===== src/rtl/sonar_hcsr04_interface.sv =====
// HC-SR04 sonar front end: trigger pulse, echo width to distance in cm as 3-digit BCD.
// Optional watchdog/timeout path is enabled by defining SONAR_TIMEOUT_EN.
module sonar_hcsr04_interface #(
    parameter int unsigned CLK_FREQ_HZ  = 50_000_000,
    parameter int unsigned TRIGGER_CLKS = 500,
    parameter int unsigned TICKS_PER_CM = 2941,
    parameter int unsigned TIMEOUT_CLKS = 1_500_000
) (
    input  logic        clock,
    input  logic        reset,
    input  logic        medir,
    input  logic        echo,
    output logic        trigger,
    output logic [11:0] medida,
    output logic        pronto,
    output logic        erro,
    output logic [3:0]  db_estado
);

    localparam int unsigned TickW = $clog2(TICKS_PER_CM);
    localparam int unsigned TrigW = $clog2(TRIGGER_CLKS + 1);
    localparam logic [TickW-1:0] TickLast = TickW'(TICKS_PER_CM - 1);
    localparam logic [TickW-1:0] TickHalf = TickW'(TICKS_PER_CM / 2);
    localparam logic [TrigW-1:0] TrigLast = TrigW'(TRIGGER_CLKS - 1);

    typedef enum logic [3:0] {
        Inicial      = 4'd0,
        Prepara      = 4'd1,
        EnviaTrigger = 4'd2,
        EsperaEcho   = 4'd3,
        Medindo      = 4'd4,
        Arredonda    = 4'd5,
        Armazena     = 4'd6,
        Final        = 4'd7,
        Erro         = 4'd8
    } state_e;

    state_e state_q, state_d;

    logic             echo_s1, echo_s2, echo_prev;
    logic             echo_rise, echo_fall;
    logic [TrigW-1:0] trig_q, trig_d;
    logic [TickW-1:0] tick_q, tick_d;
    logic [11:0]      bcd_q, bcd_d;
    logic [11:0]      medida_q, medida_d;
    logic             timeout;

    // Saturating BCD increment: 999 holds.
    function automatic logic [11:0] bcd_inc(input logic [11:0] v);
        if (v == 12'h999) begin
            return v;
        end else if (v[3:0] != 4'd9) begin
            return {v[11:4], v[3:0] + 4'd1};
        end else if (v[7:4] != 4'd9) begin
            return {v[11:8], v[7:4] + 4'd1, 4'd0};
        end else begin
            return {v[11:8] + 4'd1, 8'h00};
        end
    endfunction

    always_ff @(posedge clock) begin
        if (reset) begin
            echo_s1   <= 1'b0;
            echo_s2   <= 1'b0;
            echo_prev <= 1'b0;
        end else begin
            echo_s1   <= echo;
            echo_s2   <= echo_s1;
            echo_prev <= echo_s2;
        end
    end

    assign echo_rise = echo_s2 & ~echo_prev;
    assign echo_fall = ~echo_s2 & echo_prev;

`ifdef SONAR_TIMEOUT_EN
    localparam int unsigned WdW = $clog2(TIMEOUT_CLKS + 1);
    localparam logic [WdW-1:0] WdLast = WdW'(TIMEOUT_CLKS - 1);

    logic [WdW-1:0] wd_q, wd_d;
    logic           waiting;
    logic           erro_q, erro_d;

    assign waiting = (state_q == EsperaEcho) || (state_q == Medindo);
    assign timeout = waiting && (wd_q == WdLast);

    always_comb begin
        wd_d = wd_q;
        if (state_q == Prepara) begin
            wd_d = '0;
        end else if (waiting) begin
            wd_d = wd_q + 1'b1;
        end
    end

    // Result flag lands together with medida so it is valid while pronto is high.
    always_comb begin
        erro_d = erro_q;
        if (state_q == Armazena) begin
            erro_d = 1'b0;
        end else if (state_d == Erro) begin
            erro_d = 1'b1;
        end
    end

    always_ff @(posedge clock) begin
        if (reset) begin
            wd_q   <= '0;
            erro_q <= 1'b0;
        end else begin
            wd_q   <= wd_d;
            erro_q <= erro_d;
        end
    end

    assign erro = erro_q;
`else
    assign timeout = 1'b0;
    assign erro    = 1'b0;
`endif

    // State register
    always_ff @(posedge clock) begin
        if (reset) begin
            state_q <= Inicial;
        end else begin
            state_q <= state_d;
        end
    end

    // Next-state logic; a falling edge beats a simultaneous timeout.
    always_comb begin
        state_d = state_q;
        unique case (state_q)
            Inicial:      if (medir) state_d = Prepara;
            Prepara:      state_d = EnviaTrigger;
            EnviaTrigger: if (trig_q == TrigLast) state_d = EsperaEcho;
            EsperaEcho: begin
                if (echo_rise) state_d = Medindo;
                else if (timeout) state_d = Erro;
            end
            Medindo: begin
                if (echo_fall) state_d = Arredonda;
                else if (timeout) state_d = Erro;
            end
            Arredonda:    state_d = Armazena;
            Armazena:     state_d = Final;
            Final:        state_d = Inicial;
            Erro:         state_d = Inicial;
            default:      state_d = Inicial;
        endcase
    end

    // Outputs
    always_comb begin
        trigger   = (state_q == EnviaTrigger);
        pronto    = (state_q == Final) || (state_q == Erro);
        db_estado = state_q;
        medida    = medida_q;
    end

    // Datapath next-state
    always_comb begin
        trig_d   = trig_q;
        tick_d   = tick_q;
        bcd_d    = bcd_q;
        medida_d = medida_q;
        case (state_q)
            Prepara: begin
                trig_d = '0;
                tick_d = '0;
                bcd_d  = '0;
            end
            EnviaTrigger: trig_d = trig_q + 1'b1;
            Medindo: begin
                if (echo_s2) begin
                    if (tick_q == TickLast) begin
                        tick_d = '0;
                        bcd_d  = bcd_inc(bcd_q);
                    end else begin
                        tick_d = tick_q + 1'b1;
                    end
                end
            end
            Arredonda: if (tick_q >= TickHalf) bcd_d = bcd_inc(bcd_q);
            Armazena:  medida_d = bcd_q;
            default: ;
        endcase
    end

    always_ff @(posedge clock) begin
        if (reset) begin
            trig_q   <= '0;
            tick_q   <= '0;
            bcd_q    <= '0;
            medida_q <= '0;
        end else begin
            trig_q   <= trig_d;
            tick_q   <= tick_d;
            bcd_q    <= bcd_d;
            medida_q <= medida_d;
        end
    end

endmodule

===== config.mk =====
export PLATFORM = sky130hd
export DESIGN_NAME = sonar_hcsr04_interface
export DESIGN_NICKNAME = d
export VERILOG_FILES = /design/src/rtl/sonar_hcsr04_interface.sv
export SDC_FILE = /design/constraint.sdc
export NUM_CORES = 1
export LEC_CHECK = 0
export ABC_AREA = 1
export BUFFER_PORTS_ARGS = -buffer_cell sky130_fd_sc_hd__buf_2
export CAP_MARGIN = 10
export CORE_MARGIN = 2
export CORE_UTILIZATION = 59
export DETAILED_ROUTE_END_ITERATION = 8
export PLACE_DENSITY = 0.89
export SLEW_MARGIN = 0
export SYNTH_ARGS = -nofsm -noshare
export SYNTH_HDL_FRONTEND = slang
export SYNTH_SLANG_ARGS = --single-unit

===== constraint.sdc =====
create_clock -name clock -period 1.75 [get_ports clock]
set_input_delay 0.0875 -clock clock [delete_from_list [all_inputs] [get_ports clock]]
set_output_delay 0.0875 -clock clock [all_outputs]
set_load 0.1 [all_outputs]

==> metrics.cfg, run 1 <==
[sta]
setup_viol = 0
rsz_0062_raised_after_global_routing = true
setup_tns_ps = 0
report.final.slew_viol_count = 0
final.setup.worst_slack_ps = 53.1
max_fclk_ghz = 0.589
hold_viol_final = 0
timing.hold.ws_ps = 139
final_min_period_over_clock_period = 0.970
fin_worst_skew_ps = 4.12
period_minus_slack_ps = 1700

[placed_design]
pre_cts_ws_ps = -35.7
io_buffers = 20
gp_routability_congestion = 0.887
post_dp_cell_area_um2 = 2880
number_of_placed_instances_with_taps_included = 448
post-dp-hpwl_um = 4110

[worst_setup_path]
critical_path.startpoint_type = flip-flop
cp_data_arrival_time_ps = 1890
worst_path_largest_cell_delay_ps = 380
cp_slowest_cell = dfxtp_4
end_kind = flip-flop
worstPathBufferInverterCount = 4
critical_path.most_common_cell = nand2_2
path_delay_family = simple AND/OR/NAND/NOR gates
criticalPathCategory = reg -> reg
critPathMaxFanout = 11
cp_cell_sequence = inv_4 > ha_4 > nand2_2 > inv_2 > nand2_2 > o21ai_1 > nand2_2 > nor2_4 > buf_12 > inv_1 > nand2_1 > a21oi_2
worst_ep_required_time_ps = 1950

[drt]
routed-via-count = 2439
drc = 0
detail_route.wl_per_cell_um = 12.5
ant_nets = 0
routed_via_density = 5.31
route.final.wire_length_um = 5760
routed_wl_met3_um = 196
top_routing_layer_in_use = met4
drtPass1Iterations = 4
detailedRoute.firstIterationViolations = 149
met2WireLength_um = 2900
route.layer.met1.wl_um = 2560

[global_routing]
globalRouteTotalUtil = 0.222
grt_antenna_before_repair = 0
grt_max_degree = 20
number_of_global_route_vias_before_repair = 2249
grt_overflow_total = 0
grt_pass1_wl_um = 9260

[clock_tree]
cts.sinks = 51
clkSlewWorstSetupHoldPaths_ps = 90
cts_htree_levels = 2
root_buffer = clkbuf_8
clk_path_buf_depth = 2
clk_latency_ps = 310
cts_inserted_buffers = 5
tritoncts_clock_tree = yes

[floorplan]
floorplan.die.width_um = 71.2
coreArea_um2 = 4350
initial_utilization = 0.612
std_cell_rows = 24
height_of_the_die_um = 71.2
floorplan.die_area_um2 = 5070
ioPinCount = 23

[layout]
layout-drive-gt1-share = 0.206
nFillCells = 350
area.growth.synth_to_final_pct = 16.6
insertedDiodeCount = 0
finalCoreUtilization = 0.714
fin_cells = 459
fin_area_um2 = 3110
nNetsFinal = 424

[synth]
synth_top_cell_by_area = dfxtp_1
synth_ff_type = dfxtp_1
synth_seq_cells = 51
post_synth_inst_count = 378
portion_of_the_post_synthesis_area_used_by_sequential_elements = 0.383
syn_area_um2 = 2670
most_frequently_used_cell_type_in_the_post_synthesis_netlist = nand2_1
netlist_top_cells_count = nand2_1, nor2_1, dfxtp_1
synth_cell_type_count = 32
ys_async_sr_fraction = 0
synth.area.top_cells = dfxtp_1, nand2_1, nor2_1
syn_area_per_cell_um2 = 7.05
synth_largest_type_area_fraction = 0.383
number_of_enable_type_register_cells_in_the_synthesized_netlist = 0
yosysWarnings = 0

[pwr]
worst_ir_drop_vdd_mv = 0.821
total_switching_power_mw = 1.70
seq_power_share = 0.389
sw_frac_of_total = 0.434
internal_power_mw = 2.22
power.density_nw_per_um2 = 1260
combinationalPowerShare = 0.405
power.share.clock = 0.206
fin_total_pwr_mw = 3.92
power_leakage_nw = 1.29

[hold_path]
hp-class = in -> reg

[outcome]
status = finished, final reports clean

[job]
max_cap_viol_count = 0

[cell families after synthesis]
logic type | Yosys count | synth area share
simple gates | 185 | 0.308
compound gates | 62 | 0.127
buf+inv | 56 | 0.0850
flops | 51 | 0.383
fa+ha+maj | 14 | 0.0657
xor+xnor | 9 | 0.0296
other cells | 1 | 0.00141
[cell usage in the layout, fill, tap and decap left out, types with 9 or more instances in the layout]
| cell type | n |
|---|---|
| nand2_1 | 66 |
| buf_2 | 20 |
| a21oi_1 | 28 |
| inv_1 | 43 |
| nand2_2 | 12 |
| dfxtp_1 | 43 |
| ha_1 | 11 |
| nand4_1 | 9 |
| nand3_1 | 17 |
| nor2_1 | 53 |
| o21ai_0 | 21 |
[layout make-up]
cell class / instances / area [µm²] / area share
clock buffers: 5 / 68.8 / 0.0222
clock inverters: 3 / 38.8 / 0.0125
inverters: 48 / 193 / 0.0620
multi-input cells: 272 / 1530 / 0.492
flip-flops and latches: 51 / 1040 / 0.334
well taps: 52 / 65.1 / 0.0209
repair buffers: 28 / 175 / 0.0564
[per-layer routing]
layer	track usage	up-vias
li1	-	1258
met1	0.269	1128
met2	0.390	42
met3	0.0464	11
met4	0.0755	0
met5	0	-
[power by group through the flow]
stage,registers [mW],logic (mW),clock network (mW)
final,1.52,1.59,0.810
after global routing,1.55,1.74,0.855
after CTS,1.50,1.53,0.817
after detailed placement,1.53,1.48,0
after global placement,1.51,1.43,0
after floorplan,1.75,0.933,0
[flip-flops by register name, summed over array words and instances, names as in the netlist]
name       cells
bcd_q         12
medida        12
tick_q        12
trig_q         9
db_estado      3
echo_prev      1
echo_s1        1
echo_s2        1
[timing repair]
action | in CTS | in global routing
endpoints found under the setup margin | 9 | 16
pin swaps | 1 | 10
resized for setup | 9 | 20
hold buffers | 1 | 0
hold endpoints to repair | 1 | 0
gates cloned | 0 | 0
buffers inserted | 0 | 2
[final timing paths]
check	from	end	slack (ps)	cells past startpoint
max	db_estado[0]	bcd_q[2]	50	12
min	reset	bcd_q[3]	140	2
min reg2reg	echo_s1	echo_s2	410	2
max reg2reg	db_estado[0]	bcd_q[2]	50	12
No activity file was read; power rests on OpenSTA's default activity.
==> inputs of run 2 (changes only) <==
--- a/config.mk
+++ b/config.mk
@@ -6,11 +6,13 @@
 export NUM_CORES = 1
 export LEC_CHECK = 0
 export ABC_AREA = 1
-export BUFFER_PORTS_ARGS = -buffer_cell sky130_fd_sc_hd__buf_2
 export CAP_MARGIN = 10
 export CORE_MARGIN = 2
-export CORE_UTILIZATION = 59
+export CORE_UTILIZATION = 63
 export DETAILED_ROUTE_END_ITERATION = 8
+export DONT_BUFFER_PORTS = 1
+export GPL_TIMING_DRIVEN = 0
+export HOLD_SLACK_MARGIN = 0.02
 export PLACE_DENSITY = 0.89
 export SLEW_MARGIN = 0
 export SYNTH_ARGS = -nofsm -noshare
==> metrics.cfg, run 2 (synthesis results as in run 1) <==
[hold_path]
min-delay-start = reset
hp-class = in -> reg

[sta]
setup_viol = 47
hold_viol_final = 0
fin_worst_skew_ps = 9.63
report.final.slew_viol_count = 0
worst_slew_pin_slew_ps = 976
max_fclk_ghz = 0.470
final_min_period_over_clock_period = 1.21
rsz_0062_raised_after_global_routing = true
final.setup.worst_slack_ps = -376
slew_headroom = 0.349
period_minus_slack_ps = 2130

[layout]
layout-drive-gt1-share = 0.227
area.growth.synth_to_final_pct = 19.4
mostFrequentLayoutCells = nand2_1, nor2_1, dfxtp_1, inv_1, a21oi_1
final_common_cell = nand2_1
nNetsFinal = 418
fin_area_um2 = 3180
insertedDiodeCount = 0
fin_cells = 451

[pwr]
worst_ir_drop_vdd_mv = 1.06
power.density_nw_per_um2 = 1260
power_leakage_nw = 1.26
fin_total_pwr_mw = 4.02

[drt]
detail_route.wl_per_cell_um = 14.9
routed-via-count = 2607
routed_via_density = 5.78
ant_nets = 0
drc = 0
route.final.wire_length_um = 6710
drtPass1Iterations = 5
detailedRoute.firstIterationViolations = 221

[worst_setup_path]
criticalPathCategory = reg -> reg
worst_ep_required_time_ps = 1950
worstPathBufferInverterCount = 2
critPathMaxFanout = 7
cp_slowest_cell = dfxtp_4
cp_data_arrival_time_ps = 2330
cp_cell_sequence = inv_4 > ha_4 > nand2_4 > clkinvlp_4 > o21ai_2 > nand2_2 > o21ai_1 > a21oi_1
worst_path_largest_cell_delay_ps = 580
reg_to_reg_start = db_estado[0]
timing.critical_path.from = db_estado[0]
critical_path.startpoint_type = flip-flop
end_kind = flip-flop
path_delay_family = buffers and inverters

[clock_tree]
clkSlewWorstSetupHoldPaths_ps = 90
tritoncts_clock_tree = yes
clk_latency_ps = 320
root_buffer = clkbuf_8
cts_inserted_buffers = 5
cts.sinks = 51
cts_htree_levels = 2
clk_path_buf_depth = 2

[placed_design]
pre_cts_ws_ps = -387
gp_routability_congestion = 0.893
number_of_placed_instances_with_taps_included = 429
post-dp-hpwl_um = 3950
io_buffers = 0
post_dp_cell_area_um2 = 2780

[floorplan]
std_cell_rows = 23
coreArea_um2 = 4030
height_of_the_die_um = 69.0
initial_utilization = 0.661
ioPinCount = 23
floorplan.die.width_um = 69.0
floorplan.die_area_um2 = 4770

[global_routing]
number_of_global_route_vias_before_repair = 2525
grt_max_degree = 16
globalRouteTotalUtil = 0.281
grt_overflow_total = 0
grt_pass1_wl_um = 10900
grt_antenna_before_repair = 0

[outcome]
violations = setup timing
status = finished, violations left

[job]
max_cap_viol_count = 0

[run 2: changes by cell type in the layout (fill, tap and decap cells not counted), sizes merged]
cell,delta
bufinv,-1
dlygate4sd3,+1
clkbuf,+5
nand2,+1
inv,-1
clkinvlp,+1
buf,-12
[run 2: worst paths after layout]
check,end,slack (ps),cells after the start
worst max-delay path,db_estado[1],-380,8
worst min-delay path,trig_q[7],140,3
worst max register to register,db_estado[1],-380,8
worst min register to register,echo_s2,420,2
[run 2: power breakdown]
part / internal [mW] / switching, mW
sequential: 1.32 / 0.462
combinational: 0.573 / 0.991
clock: 0.280 / 0.396
total: 2.17 / 1.85
[run 2: final cells by class]
cell class,instances,area [µm²]
inverters,48,199
flip-flops and latches,51,1030
repair buffers,13,110
plain buffers,8,53.8
well taps,50,62.6
multi-input cells,273,1640
clock inverters,2,12.5
clock buffers,6,72.6
fillers,259,846
[run 2: worst register-to-register path, delay by kind of cell (launching register included)]
family / cells / cell delay [ps]
buf+inv: 2 / 590
flops: 1 / 580
compound gates: 3 / 490
simple gates: 2 / 190
fa+ha+maj: 1 / 180
[run 2: routing by layer]
metal	share of wire	vias to the layer above	track usage
met5	0	-	0
met2	0.50	135	0.475
met1	0.41	1189	0.326
met4	0.028	0	0.146
li1	-	1262	-
met3	0.069	21	0.0716
[run 2: what timing repair did]
| action | 4_1_cts | 5_1_grt |
|---|---|---|
| setup buffers | 7 | 2 |
| hold buffers | 2 | 0 |
| pin swaps | 13 | 7 |
| resized for setup | 50 | 15 |
| endpoints found under the setup margin | 46 | 49 |
| gates cloned | 3 | 0 |
| hold endpoints to repair | 4 | 0 |
[run 2: stage by stage]
step / hold WS (ps) / utilization / TNS (ps)
6_report: 140 / 0.790 / -10170
5_1_grt: 172 / 0.790 / -14170
4_1_cts: 129 / 0.774 / -5300
3_5_place_dp: 152 / 0.689 / -8270
3_3_place_gp: 151 / 0.689 / -6520
2_1_floorplan: 150 / - / -2100
